### src/rtl/uart_mem_tx.sv
// UART 8N1 transmitter that streams a block of 32-bit words from a synchronous RAM,
// least-significant byte first, one stop bit per byte.
module uart_mem_tx #(
    parameter int CLKS_PER_BIT = 868,
    parameter int ADDR_WIDTH   = 12
) (
    input  logic                  clk,
    input  logic                  reset,
    input  logic                  start,
    input  logic [ADDR_WIDTH-1:0] startAddr,
    input  logic [ADDR_WIDTH-1:0] wordCount,
    output logic [ADDR_WIDTH-1:0] readAddr,
    input  logic [31:0]           readData,
    output logic                  serialOut,
    output logic                  busy,
    output logic                  done
);

    localparam int CW = (CLKS_PER_BIT > 1) ? $clog2(CLKS_PER_BIT) : 1;

    typedef enum logic [2:0] {
        IDLE,
        FETCH,
        LATCH,
        START,
        DATA,
        STOP,
        FINISH
    } state_t;

    state_t                state;
    logic [CW-1:0]         clk_cnt;
    logic [2:0]            bit_idx;
    logic [1:0]            byte_idx;
    logic [31:0]           word;
    logic [7:0]            shift;
    logic [ADDR_WIDTH-1:0] remaining;
    logic [7:0]            cur_byte;
    logic                  bit_end;

    assign bit_end = (clk_cnt == CW'(CLKS_PER_BIT - 1));

    always_comb begin
        cur_byte = word[7:0];
        case (byte_idx)
            2'd0: cur_byte = word[7:0];
            2'd1: cur_byte = word[15:8];
            2'd2: cur_byte = word[23:16];
            2'd3: cur_byte = word[31:24];
            default: cur_byte = word[7:0];
        endcase
    end

    // Every output is a flop; each state decides the line level for the next cycle,
    // so the line changes exactly on bit boundaries.
    always_ff @(posedge clk) begin
        if (reset) begin
            state     <= IDLE;
            readAddr  <= '0;
            remaining <= '0;
            word      <= '0;
            shift     <= '0;
            byte_idx  <= '0;
            bit_idx   <= '0;
            clk_cnt   <= '0;
            serialOut <= 1'b1;
            busy      <= 1'b0;
            done      <= 1'b0;
        end else begin
            done <= 1'b0;
            case (state)
                IDLE: begin
                    if (start) begin
                        if (wordCount != '0) begin
                            readAddr  <= startAddr;
                            remaining <= wordCount;
                            busy      <= 1'b1;
                            state     <= FETCH;
                        end else begin
                            done  <= 1'b1;
                            state <= FINISH;
                        end
                    end
                end
                FETCH: state <= LATCH;
                LATCH: begin
                    word      <= readData;
                    byte_idx  <= '0;
                    clk_cnt   <= '0;
                    serialOut <= 1'b0;
                    state     <= START;
                end
                START: begin
                    if (bit_end) begin
                        clk_cnt   <= '0;
                        bit_idx   <= '0;
                        serialOut <= cur_byte[0];
                        shift     <= {1'b0, cur_byte[7:1]};
                        state     <= DATA;
                    end else begin
                        clk_cnt <= clk_cnt + 1'b1;
                    end
                end
                DATA: begin
                    if (bit_end) begin
                        clk_cnt <= '0;
                        if (bit_idx == 3'd7) begin
                            serialOut <= 1'b1;
                            state     <= STOP;
                        end else begin
                            bit_idx   <= bit_idx + 1'b1;
                            serialOut <= shift[0];
                            shift     <= {1'b0, shift[7:1]};
                        end
                    end else begin
                        clk_cnt <= clk_cnt + 1'b1;
                    end
                end
                STOP: begin
                    if (bit_end) begin
                        clk_cnt <= '0;
                        if (byte_idx != 2'd3) begin
                            // Next byte of the same word follows the stop bit directly.
                            byte_idx  <= byte_idx + 1'b1;
                            serialOut <= 1'b0;
                            state     <= START;
                        end else if (remaining > ADDR_WIDTH'(1)) begin
                            remaining <= remaining - 1'b1;
                            readAddr  <= readAddr + 1'b1;
                            state     <= FETCH;
                        end else begin
                            done  <= 1'b1;
                            state <= FINISH;
                        end
                    end else begin
                        clk_cnt <= clk_cnt + 1'b1;
                    end
                end
                FINISH: begin
                    busy  <= 1'b0;
                    state <= IDLE;
                end
                default: state <= IDLE;
            endcase
        end
    end

endmodule

### config.mk
export PLATFORM = sky130hd
export DESIGN_NAME = uart_mem_tx
export DESIGN_NICKNAME = d
export VERILOG_FILES = /design/src/rtl/uart_mem_tx.sv
export SDC_FILE = /design/constraint.sdc
export NUM_CORES = 1
export LEC_CHECK = 0
export ABC_AREA = 1
export CAP_MARGIN = 20
export CORE_MARGIN = 3
export CORE_UTILIZATION = 40
export DETAILED_ROUTE_END_ITERATION = 8
export PLACE_DENSITY = 0.67
export SETUP_SLACK_MARGIN = 0.1
export SYNTH_ARGS = -nofsm -noshare
export SYNTH_HDL_FRONTEND = slang
export SYNTH_SLANG_ARGS = --single-unit
### constraint.sdc
create_clock -name clk -period 2.6 [get_ports clk]
set_clock_uncertainty 0.1 [all_clocks]
set_input_delay 0.78 -clock clk [delete_from_list [all_inputs] [get_ports clk]]
set_output_delay 0.78 -clock clk [all_outputs]
set_load 0.03 [all_outputs]
==> summary.txt, run 1 <==
Switching portion of total power: 40.9%
Total global routing overflow: 0
Initial antenna violation count: 0
Post-Synth Adder-Cell Area: 2.73%
FMAX: 424 MHz
Row cnt: 38
Num CTS Buffers: 9
Chip Width: 113 um
Final nets: 855
Core ar.: 11000 um2
Routed WL per cell: 12.5 um
Post-synth cell types: 35
Main combinational cell family by area after synthesis: simple AND/OR/NAND/NOR gates
Pin count of the biggest net entering global routing: 48
Layout cells sized above 1: 5.69%
Worst skew pair latency: 340 ps
# Post-CTS Setup Buffers: 0
Num ports: 74
Util after Layout: 52.1%
Status: complete, no violations
DRT iter0 DRCs: 301
Setup ws final: 242 ps
DRT Pass-1 Iters: 5
DP HPWL: 8310 um
Headroom to the max-slew limit: 68.3%
Peak supply drop: 0.504 mV
Pleak: 2.42 nW
Finished Layout Cells: 931
TritonCTS clock tree: built
Resized Gates After CTS: 0
Total wire length: 11700 um
Clock transition at path regs: 60 ps
Vias in the first global route: 4432
Area Growth Syn to Fin: 25.6%
Tot GR Track Use: 18.9%
Worst Path Buf+Inv: 1
Final hold viol count: 0
Hold WC Path Type: flip-flop to flip-flop
RSZ-0062 raised after global routing: false
Startpoint Class: flip-flop
Period utilization: 90.7%
CP arrival: 1480 ps
Slew @ Worst Pin: 474 ps
TritonCTS Sinks: 84
Max Cap Violations: 0
Post-layout min period: 2360 ps
Number of remaining DRC errors: 0
Initial Util: 41.5%
First-pass GRT wire length: 20000 um
Die area: 12800 um2
Avg Vias per Cell: 5.03
DP Area: 5410 um2
Post-Syn Nets: 792
Sequential share of power: 33.5%
Max Root-Sink Buffers: 2
Post-synthesis simple-gate area fraction: 37.6%
Root Driver: clkbuf_16
Critical path type: flip-flop to output port
Synth Register Bits: 84
# setup viols final: 0
Worst-path fanout max: 6
Setup TNS: 0 ps
Placement Setup Slack: 72.9 ps
Register area share after synthesis: 36.8%
Slowest Stage Delay on Critical Path: 710 ps
Die H: 113 um
PD cells: 983 nW/um2
Slowest CP cell: clkdlybuf4s50_1
# diodes: 0
Power share of the clock group: 25.4%
Comb pwr share: 41.1%
Vias: 4687
Gate Count Post-Synth: 723
CP delay by family, top: buffers and inverters
Netlist Area Pre-Place: 4580 um2
Critical path cell sequence: clkdlybuf4s50_1
Placer Congestion: 0.864
Fraction of synthesized area in multiplexers: 0%
Synth Area in XOR/XNOR: 0.574%
Cts hold-fix bufs: 0
CTS HTree Levels: 3
Fin. max-slew vios: 0
Crit. End Element: output port
Syn avg cell area: 6.33 um2
Area fraction in compound gates after synthesis: 14.1%
Final ANT Viol Nets: 0
Final Instance Area: 5750 um2
Placed cell count: 915
Syn. warnings: 0
Critical Path RT: 1720 ps
Net Sw Power: 2.31 mW
Pint: 3.34 mW
# port buffers: 73
cell families (layout without fill, tap and decap cells):
kind of cell               after synthesis  in the layout
adders and majority gates               10             10
DFF                                     84             84
buffers and inverters                   92            160
AOI/OAI and AO/OA                      116            116
xor gates and xnor gates                 3              3
and+or+nand+nor                        418            418
registers in the layout, indices dropped and copies added (netlist names):
register and count:
bit_idx 3, busy 1, byte_idx 2, clk_cnt 10, done 1, readAddr 12
remaining 12, serialOut 1, shift 7, state 3, word 32
synthesized netlist by cell type:
| master | number | area share (%) |
|---|---|---|
| buf_4 | 1 | 0.16 |
| nor3_1 | 5 | 0.55 |
| nor2_4 | 2 | 0.49 |
| a31oi_1 | 6 | 0.82 |
| o211ai_1 | 9 | 1.5 |
| nand2_2 | 1 | 0.14 |
| a211oi_1 | 4 | 0.66 |
| a21oi_1 | 60 | 6.6 |
| clkbuf_1 | 15 | 1.2 |
| inv_1 | 53 | 4.3 |
| nand3b_1 | 2 | 0.33 |
| nand3_2 | 4 | 0.88 |
| o31ai_1 | 2 | 0.33 |
| nand2_1 | 246 | 20 |
| or2_2 | 3 | 0.41 |
| ha_1 | 10 | 2.7 |
| buf_1 | 4 | 0.33 |
| a22oi_1 | 1 | 0.16 |
| nand4_1 | 6 | 0.82 |
| nor2_1 | 104 | 8.5 |
| buf_2 | 7 | 0.77 |
| clkinv_1 | 2 | 0.16 |
| o21ai_1 | 7 | 0.77 |
| buf_6 | 3 | 0.74 |
| xor2_1 | 2 | 0.38 |
| o21bai_4 | 1 | 0.41 |
| nand3_4 | 1 | 0.38 |
| o21ai_0 | 25 | 2.7 |
| xnor2_1 | 1 | 0.19 |
| nor2_2 | 1 | 0.14 |
| nand3_1 | 42 | 4.6 |
| dfxtp_1 | 84 | 37 |
| inv_2 | 7 | 0.57 |
| and3_1 | 1 | 0.14 |
| o22ai_1 | 1 | 0.14 |
worst paths after layout:
| kind | startpoint | to | slack [ps] | depth (start not counted) |
|---|---|---|---|---|
| setup / recovery | readAddr[0] | readAddr[0] | 240 | 1 |
| hold reg to reg | word[13] | word[13] | 370 | 2 |
| setup reg to reg | state[1] | state[0] | 510 | 8 |
| hold / removal | word[13] | word[13] | 370 | 2 |
stage by stage:
stage               hold WS, ps  power [mW]
floorplan                   330        3.57
global placement            343        4.17
detailed placement          351        4.24
CTS                         366        5.68
global route                381        6.11
finish                      366        5.65
placed cells by master, fill, tap and decap left out, drive strengths merged, types with 2 or more instances in the layout:
| cell type | synthesis | routed |
|---|---|---|
| nand2 | 247 | 247 |
| clkbuf | 15 | 10 |
| dfxtp | 84 | 84 |
| ha | 10 | 10 |
| o211ai | 9 | 9 |
| a21oi | 60 | 60 |
| a31oi | 6 | 6 |
| nand3b | 2 | 2 |
| o21ai | 32 | 32 |
| a211oi | 4 | 4 |
| o31ai | 2 | 2 |
| nand3 | 47 | 47 |
| nand4 | 6 | 6 |
| buf | 15 | 9 |
| bufinv | 0 | 2 |
| nor3 | 5 | 5 |
| or2 | 3 | 3 |
| clkdlybuf4s50 | 0 | 73 |
| xor2 | 2 | 2 |
| clkinvlp | 0 | 2 |
| nor2 | 107 | 107 |
| inv | 60 | 62 |
| clkinv | 2 | 2 |
power groups by stage:
| stage | registers, mW | logic, mW | clock network, mW |
|---|---|---|---|
| after global placement | 1.90 | 2.27 | 0 |
| after floorplan | 2.05 | 1.51 | 0 |
| after global routing | 1.94 | 2.65 | 1.52 |
| final | 1.89 | 2.33 | 1.43 |
| after detailed placement | 1.92 | 2.32 | 0 |
| after CTS | 1.89 | 2.33 | 1.46 |
metal layers:
metal / vias to the layer above / routed length [um] / track usage, %
met2: 98 / 5360 / 31.2
met1: 2134 / 5590 / 24.9
li1: 2439 / - / -
met4: 0 / 203 / 7.13
met5: - / 0 / 0
met3: 16 / 516 / 2.99
layout make-up:
type                       count  area (um2)
clock inverter                 6        95.1
fill                        1140        5280
timing repair buffer          82         811
sequential                    84        1680
tap                          140         175
clock buffer                  10         239
multi-input combinational    547        2510
inverter                      62         233
(Power assumes the default switching activity.)
==> inputs of run 2 (changes only) <==
--- a/config.mk
+++ b/config.mk
@@ -8,9 +8,9 @@
 export ABC_AREA = 1
 export CAP_MARGIN = 20
 export CORE_MARGIN = 3
-export CORE_UTILIZATION = 40
+export CORE_UTILIZATION = 45
 export DETAILED_ROUTE_END_ITERATION = 8
-export PLACE_DENSITY = 0.67
+export PLACE_DENSITY = 0.73
 export SETUP_SLACK_MARGIN = 0.1
 export SYNTH_ARGS = -nofsm -noshare
 export SYNTH_HDL_FRONTEND = slang
==> run 2 against run 1 <==
Compared with the run above:
- register-to-register slack hardly changed
- clock power is 38% lower
- sequential share of layout area is 0.88 points higher
- cell area is 2.9% lower
- routed wire length is 2.1% lower
- global-route usage is 1.5 points higher
- critical path type unchanged
- critical endpoint unchanged
- highest routed layer unchanged
==> summary.txt, run 2 (same netlist as run 1, synthesis figures left out) <==
Hold path start: word[7]
# diodes: 0 (unchanged)
TritonCTS clock tree: built
Slowest CP cell: clkdlybuf4s50_1
Num ports: 74 (unchanged)
Worst-path fanout max: 6 (unchanged)
Slowest Stage Delay on Critical Path: 730 ps (+20 ps)
# Post-CTS Setup Buffers: 0 (unchanged)
# port buffers: 73 (unchanged)
Reg2Reg Depth: 8 (unchanged)
Resized Gates After CTS: 0 (unchanged)
Peak supply drop: 0.398 mV (-21%)
Total global routing overflow: 0 (unchanged)
Chip Width: 107 um (-5.4%)
Tot GR Track Use: 20.4% (+1.5 points)
DP HPWL: 8310 um (about the same)
Switching portion of total power: 44.4% (+3.5 points)
# setup viols final: 0 (unchanged)
Net Sw Power: 2.25 mW (-2.6%)
Sequential share of power: 37.2% (+3.7 points)
Largest register FFs: 32 (unchanged)
Headroom to the max-slew limit: 66.5% (-1.8 points)
TritonCTS Sinks: 84 (unchanged)
Largest regs: word x32, readAddr x12, remaining x12
Commonest non-fill, non-tap cell in the layout: nand2_1
Startpoint Class: flip-flop
Final hold viol count: 0 (unchanged)
Min Hold Slack: 370 ps (+4.10 ps)
Register cell area after layout: 1680 um2 (unchanged)
Vias in the first global route: 4395 (-0.83%)
Power share of the clock group: 17.4% (-8.0 points)
CP arrival: 1530 ps (+50 ps)
Pint: 2.81 mW (-16%)
Crit. End Element: output port
Pleak: 2.34 nW (-2.9%)
Num CTS Buffers: 9 (unchanged)
DRT iter0 DRCs: 249 (-17%)
CTS HTree Levels: 3 (unchanged)
Period utilization: 92.6% (+1.9 points)
Post-layout min period: 2410 ps (+48.9 ps)
Routed WL per cell: 12.4 um (-1.2%)
Slew @ Worst Pin: 502 ps (+27.9 ps)
Max Cap Violations: 0 (unchanged)
Worst Path Buf+Inv: 1 (unchanged)
Critical path cell sequence: clkdlybuf4s50_1
Critical R2R Capture: state[1]
Fillcell total: 1023 (-10%)
Comb pwr share: 45.3% (+4.2 points)
Row cnt: 36 (-5.3%)
Avg Vias per Cell: 5.07 (+0.61%)
Root Driver: clkbuf_8
Initial antenna violation count: 0 (unchanged)
Final ANT Viol Nets: 0 (unchanged)
Fin. max-slew vios: 0 (unchanged)
Final nets: 854 (-0.12%)
RR Startpoint: state[1]
Layout cells sized above 1: 5.57% (-0.12 points)
Most frequent cells in the layout: 246 x nand2_1, 104 x nor2_1, 84 x dfxtp_1
Max Root-Sink Buffers: 2 (unchanged)
Setup TNS: 0 ps (unchanged)
Die area: 11400 um2 (-11%)
Cts hold-fix bufs: 0 (unchanged)
Hold EP: word[7]
Core ar.: 9820 um2 (-11%)
Area Growth Syn to Fin: 22.0%
PD cells: 908 nW/um2 (-7.7%)
First-pass GRT wire length: 19300 um (-3.6%)
Worst skew pair latency: 370 ps (+30 ps)
FMAX: 416 MHz (-2.0%)
Number of remaining DRC errors: 0 (unchanged)
DRT Pass-1 Iters: 4 (-1)
Pin count of the biggest net entering global routing: 48 (unchanged)
Flop2flop setup slack: 510 ps (about the same)
RSZ-0062 raised after global routing: false
Most flop-heavy register: word
Initial Util: 46.6% (+5.1 points)
Placer Congestion: 0.887 (+2.7%)
Status: complete, no violations
Critical Path RT: 1720 ps (about the same)
Hold WC Path Type: flip-flop to flip-flop
CP delay by family, top: buffers and inverters
Total wire length: 11400 um (-2.1%)
Vias: 4675 (-0.26%)
Die H: 107 um (-5.4%)
Clock transition at path regs: 90 ps (+30 ps)
Critical path type: flip-flop to output port
Multi-input logic area: 2510 um2 (unchanged)
Hold Crit Depth: 2 (unchanged)
## run 2: cell types whose count changed in the layout (fill, tap and decap cells not counted), sizes merged
| cell | delta |
|---|---|
| clkinvlp | -1 |
| inv | +1 |
| bufinv | -2 |
| buf | -1 |
| clkbuf | -1 |
| clkinv | +3 |
## run 2: power by group through the flow
stage	combinational (mW)	clock [mW]	sequential [mW]
floorplan	1.51	0	2.05
global placement	2.24	0	1.90
detailed placement	2.30	0	1.91
CTS	2.31	0.900	1.88
global route	2.59	0.962	1.94
finish	2.30	0.883	1.89
## run 2: through the flow
stage | setup slack (ps) | instances | power [mW] | utilization (%) | cell area (um2)
CTS | 193 | 923 | 5.09 | 56.8 | 5580
floorplan | 757 | 723 | 3.57 | - | 4580
global route | 153 | 923 | 5.49 | 56.8 | 5580
global placement | 137 | 907 | 4.14 | 55.0 | 5400
detailed placement | 121 | 907 | 4.21 | 55.0 | 5400
finish | 193 | 923 | 5.07 | 56.8 | 5580
## run 2: how the worst max path moves through the flow
stage,startpoint,endpoint,slack [ps],depth (start not counted)
after detailed placement,wordCount[6],remaining[9],120,10
after floorplan,wordCount[0],remaining[1],760,10
after CTS,readAddr[0],readAddr[0],190,1
after global routing,readAddr[0],readAddr[0],150,1
after global placement,wordCount[6],readAddr[11],140,10
final,readAddr[0],readAddr[0],190,1
## run 2: layout make-up
type	count	area share, %
clock buffers	9	2.22
repair buffers	81	14.4
multi-input cells	547	45.0
flip-flops and latches	84	30.1
inverters	62	4.17
well taps	133	2.98
clock inverters	7	1.05
## run 2: layer usage
metal,track usage (%),vias up,share of wire [%]
li1,-,2433,-
met1,26.1,2134,46
met2,35.4,98,48
met3,4.09,10,4.3
met4,4.38,0,0.83
met5,0,-,0
==> inputs of run 3 (changes only) <==
--- a/config.mk
+++ b/config.mk
@@ -7,7 +7,7 @@
 export LEC_CHECK = 0
 export ABC_AREA = 1
 export CAP_MARGIN = 20
-export CORE_MARGIN = 3
+export CORE_MARGIN = 5
 export CORE_UTILIZATION = 45
 export DETAILED_ROUTE_END_ITERATION = 8
 export PLACE_DENSITY = 0.73
==> constraint.sdc (replaced) <==
create_clock -name clk -period 2.54 [get_ports clk]
set_clock_uncertainty 0.1 [all_clocks]
set_input_delay 0.762 -clock clk [delete_from_list [all_inputs] [get_ports clk]]
set_output_delay 0.762 -clock clk [all_outputs]
set_load 0.03 [all_outputs]
==> run 3 against run 2 <==
Compared with the run above:
- sequential power increased by 2%
- sequential share of layout area about the same
- largest power group unchanged
- count of clock-buffer cells in the layout increased by 1
- via count decreased by 0.11%
- highest routed layer unchanged
- register-to-register slack got worse by 50 ps
- global-route usage decreased by 1.7 points
- clock power decreased by 6.2%
- non-clock buffer count increased by 2
- core utilization decreased by 0.32 points
- critical path type unchanged
- routed wire length increased by 0.74%
- combinational power increased by 3%
==> summary.txt, run 3 (same netlist as run 1, synthesis figures left out) <==
Most flop-heavy register: word
Pint: 2.87 mW (+2.1%)
Final Power: 5.14 mW (+1.4%)
Slew @ Worst Pin: 500 ps (-2.03 ps)
Hold WC Path Type: flip-flop to flip-flop
Status: complete, no violations
CP delay by family, top: buffers and inverters
# setup viols final: 0 (unchanged)
Multi-input logic area: 2510 um2 (unchanged)
# diodes: 0 (unchanged)
Root Driver: clkbuf_8
Worst skew pair latency: 350 ps (-20 ps)
DP HPWL: 8250 um (-0.71%)
RSZ-0062 raised after global routing: false
Peak supply drop: 0.499 mV (+25%)
Placed cell count: 909 (+0.22%)
Largest register FFs: 32 (unchanged)
# port buffers: 73 (unchanged)
Period utilization: 91.9%
Post-layout min period: 2330 ps
Max Cap Violations: 0 (unchanged)
Final nets: 856 (+0.23%)
Die H: 111 um (+3.7%)
Initial Util: 46.4% (-0.21 points)
Register cell area after layout: 1680 um2 (unchanged)
Sequential share of power: 37.6% (+0.4 points)
Commonest non-fill, non-tap cell in the layout: nand2_1
Die area: 12300 um2 (+7.6%)
Critical path type: flip-flop to output port
Critical path cell sequence: clkdlybuf4s50_1
Max Root-Sink Buffers: 2 (unchanged)
Finished Layout Cells: 923 (unchanged)
CTS HTree Levels: 3 (unchanged)
Tot GR Track Use: 18.6% (-1.7 points)
Cts hold-fix bufs: 0 (unchanged)
Crit. End Element: output port
Total wire length: 11500 um (+0.74%)
Util after Layout: 56.5% (-0.32 points)
Routed WL per cell: 12.5 um (+0.74%)
Final ANT Viol Nets: 0 (unchanged)
Avg Vias per Cell: 5.06 (-0.11%)
Comb pwr share: 46.3% (+1.0 points)
FMAX: 428 MHz
Power share of the clock group: 16.1% (-1.3 points)
First-pass GRT wire length: 19700 um (+1.9%)
Fin. max-slew vios: 0 (unchanged)
Final Instance Area: 5570 um2 (-0.11%)
Number of remaining DRC errors: 0 (unchanged)
DRT Pass-1 Iters: 4 (unchanged)
Switching portion of total power: 44.1% (-0.39 points)
Setup ws final: 206 ps (+12.3 ps)
Area Growth Syn to Fin: 21.8%
Most frequent cells in the layout: 246 x nand2_1, 104 x nor2_1, 84 x dfxtp_1
DRT iter0 DRCs: 263 (+5.6%)
Net Sw Power: 2.26 mW (+0.51%)
Slowest Stage Delay on Critical Path: 700 ps (-30 ps)
Placer Congestion: 0.958 (+8.0%)
Placement Setup Slack: 132 ps (+11.3 ps)
CP arrival: 1470 ps (-60 ps)
Worst Path Buf+Inv: 1 (unchanged)
Worst-path fanout max: 5 (-1)
Min Hold Slack: 368 ps (-1.76 ps)
PD cells: 922 nW/um2 (+1.5%)
Clock transition at path regs: 80 ps (about the same)
TritonCTS Sinks: 84 (unchanged)
Vias: 4670 (-0.11%)
Total global routing overflow: 0 (unchanged)
Largest regs: word x32, readAddr x12, remaining x12
Layout cells sized above 1: 5.44% (-0.13 points)
DP Area: 5410 um2 (+0.28%)
Num CTS Buffers: 9 (unchanged)
Row cnt: 36 (unchanged)
Setup TNS: 0 ps (unchanged)
Pleak: 2.37 nW (+0.93%)
Chip Width: 111 um (+3.7%)
Pin count of the biggest net entering global routing: 48 (unchanged)
Startpoint Class: flip-flop
Headroom to the max-slew limit: 66.6% (+0.10 points)
Final hold viol count: 0 (unchanged)
Num ports: 74 (unchanged)
Fillcell total: 979 (-4.3%)
Vias in the first global route: 4330 (-1.5%)
TritonCTS clock tree: built
Slowest CP cell: clkdlybuf4s50_1
Core ar.: 9860 um2 (+0.46%)
Critical Path RT: 1680 ps (-40 ps)
Initial antenna violation count: 0 (unchanged)
==> run 3: cell count changes in the layout (fill, tap and decap cells not counted) <==
cell             delta
clkinvlp_4          +1
dlymetal6s2s_1      +2
clkdlybuf4s50_1     -2
buf_4               +2
clkbuf_1            +1
clkinv_4            -1
inv_6               -2
inv_8               -1
==> run 3: what timing repair did <==
action	in CTS	in global routing
resized for setup	0	2
buffers inserted	0	0
endpoints found under the setup margin	0	2
==> run 3: final timing paths <==
kind	startpoint	endpoint	slack [ps]	cells after the start
worst max-delay path	readAddr[5]	readAddr[5]	210	1
worst max register to register	clk_cnt[0]	state[0]	460	9
worst min register to register	word[31]	word[31]	370	2
worst min-delay path	word[31]	word[31]	370	2
==> run 3: power by group through the flow <==
| stage | registers (mW) | clock network [mW] | logic [mW] |
|---|---|---|---|
| 2_1_floorplan | 2.10 | 0 | 1.55 |
| 3_3_place_gp | 1.94 | 0 | 2.32 |
| 3_5_place_dp | 1.96 | 0 | 2.38 |
| 4_1_cts | 1.93 | 0.846 | 2.39 |
| 5_1_grt | 1.98 | 0.888 | 2.71 |
| 6_report | 1.93 | 0.828 | 2.38 |
==> run 3: cell type report <==
type	instances	area share (%)
clock buffers	10	2.29
clock inverters	4	0.516
inverters	62	4.18
multi-input cells	547	45.1
flip-flops and latches	84	30.2
well taps	133	2.99
repair buffers	83	14.8
==> run 3: routing by layer <==
layer	GRT usage, %	vias to the layer above	part of all wire [%]	wire length [um]
met5	0	-	0	0
met4	5.83	0	1.2	142
met3	3.38	14	5.4	619
met2	30.9	118	45	5210
met1	24.6	2099	48	5540
li1	-	2439	-	-
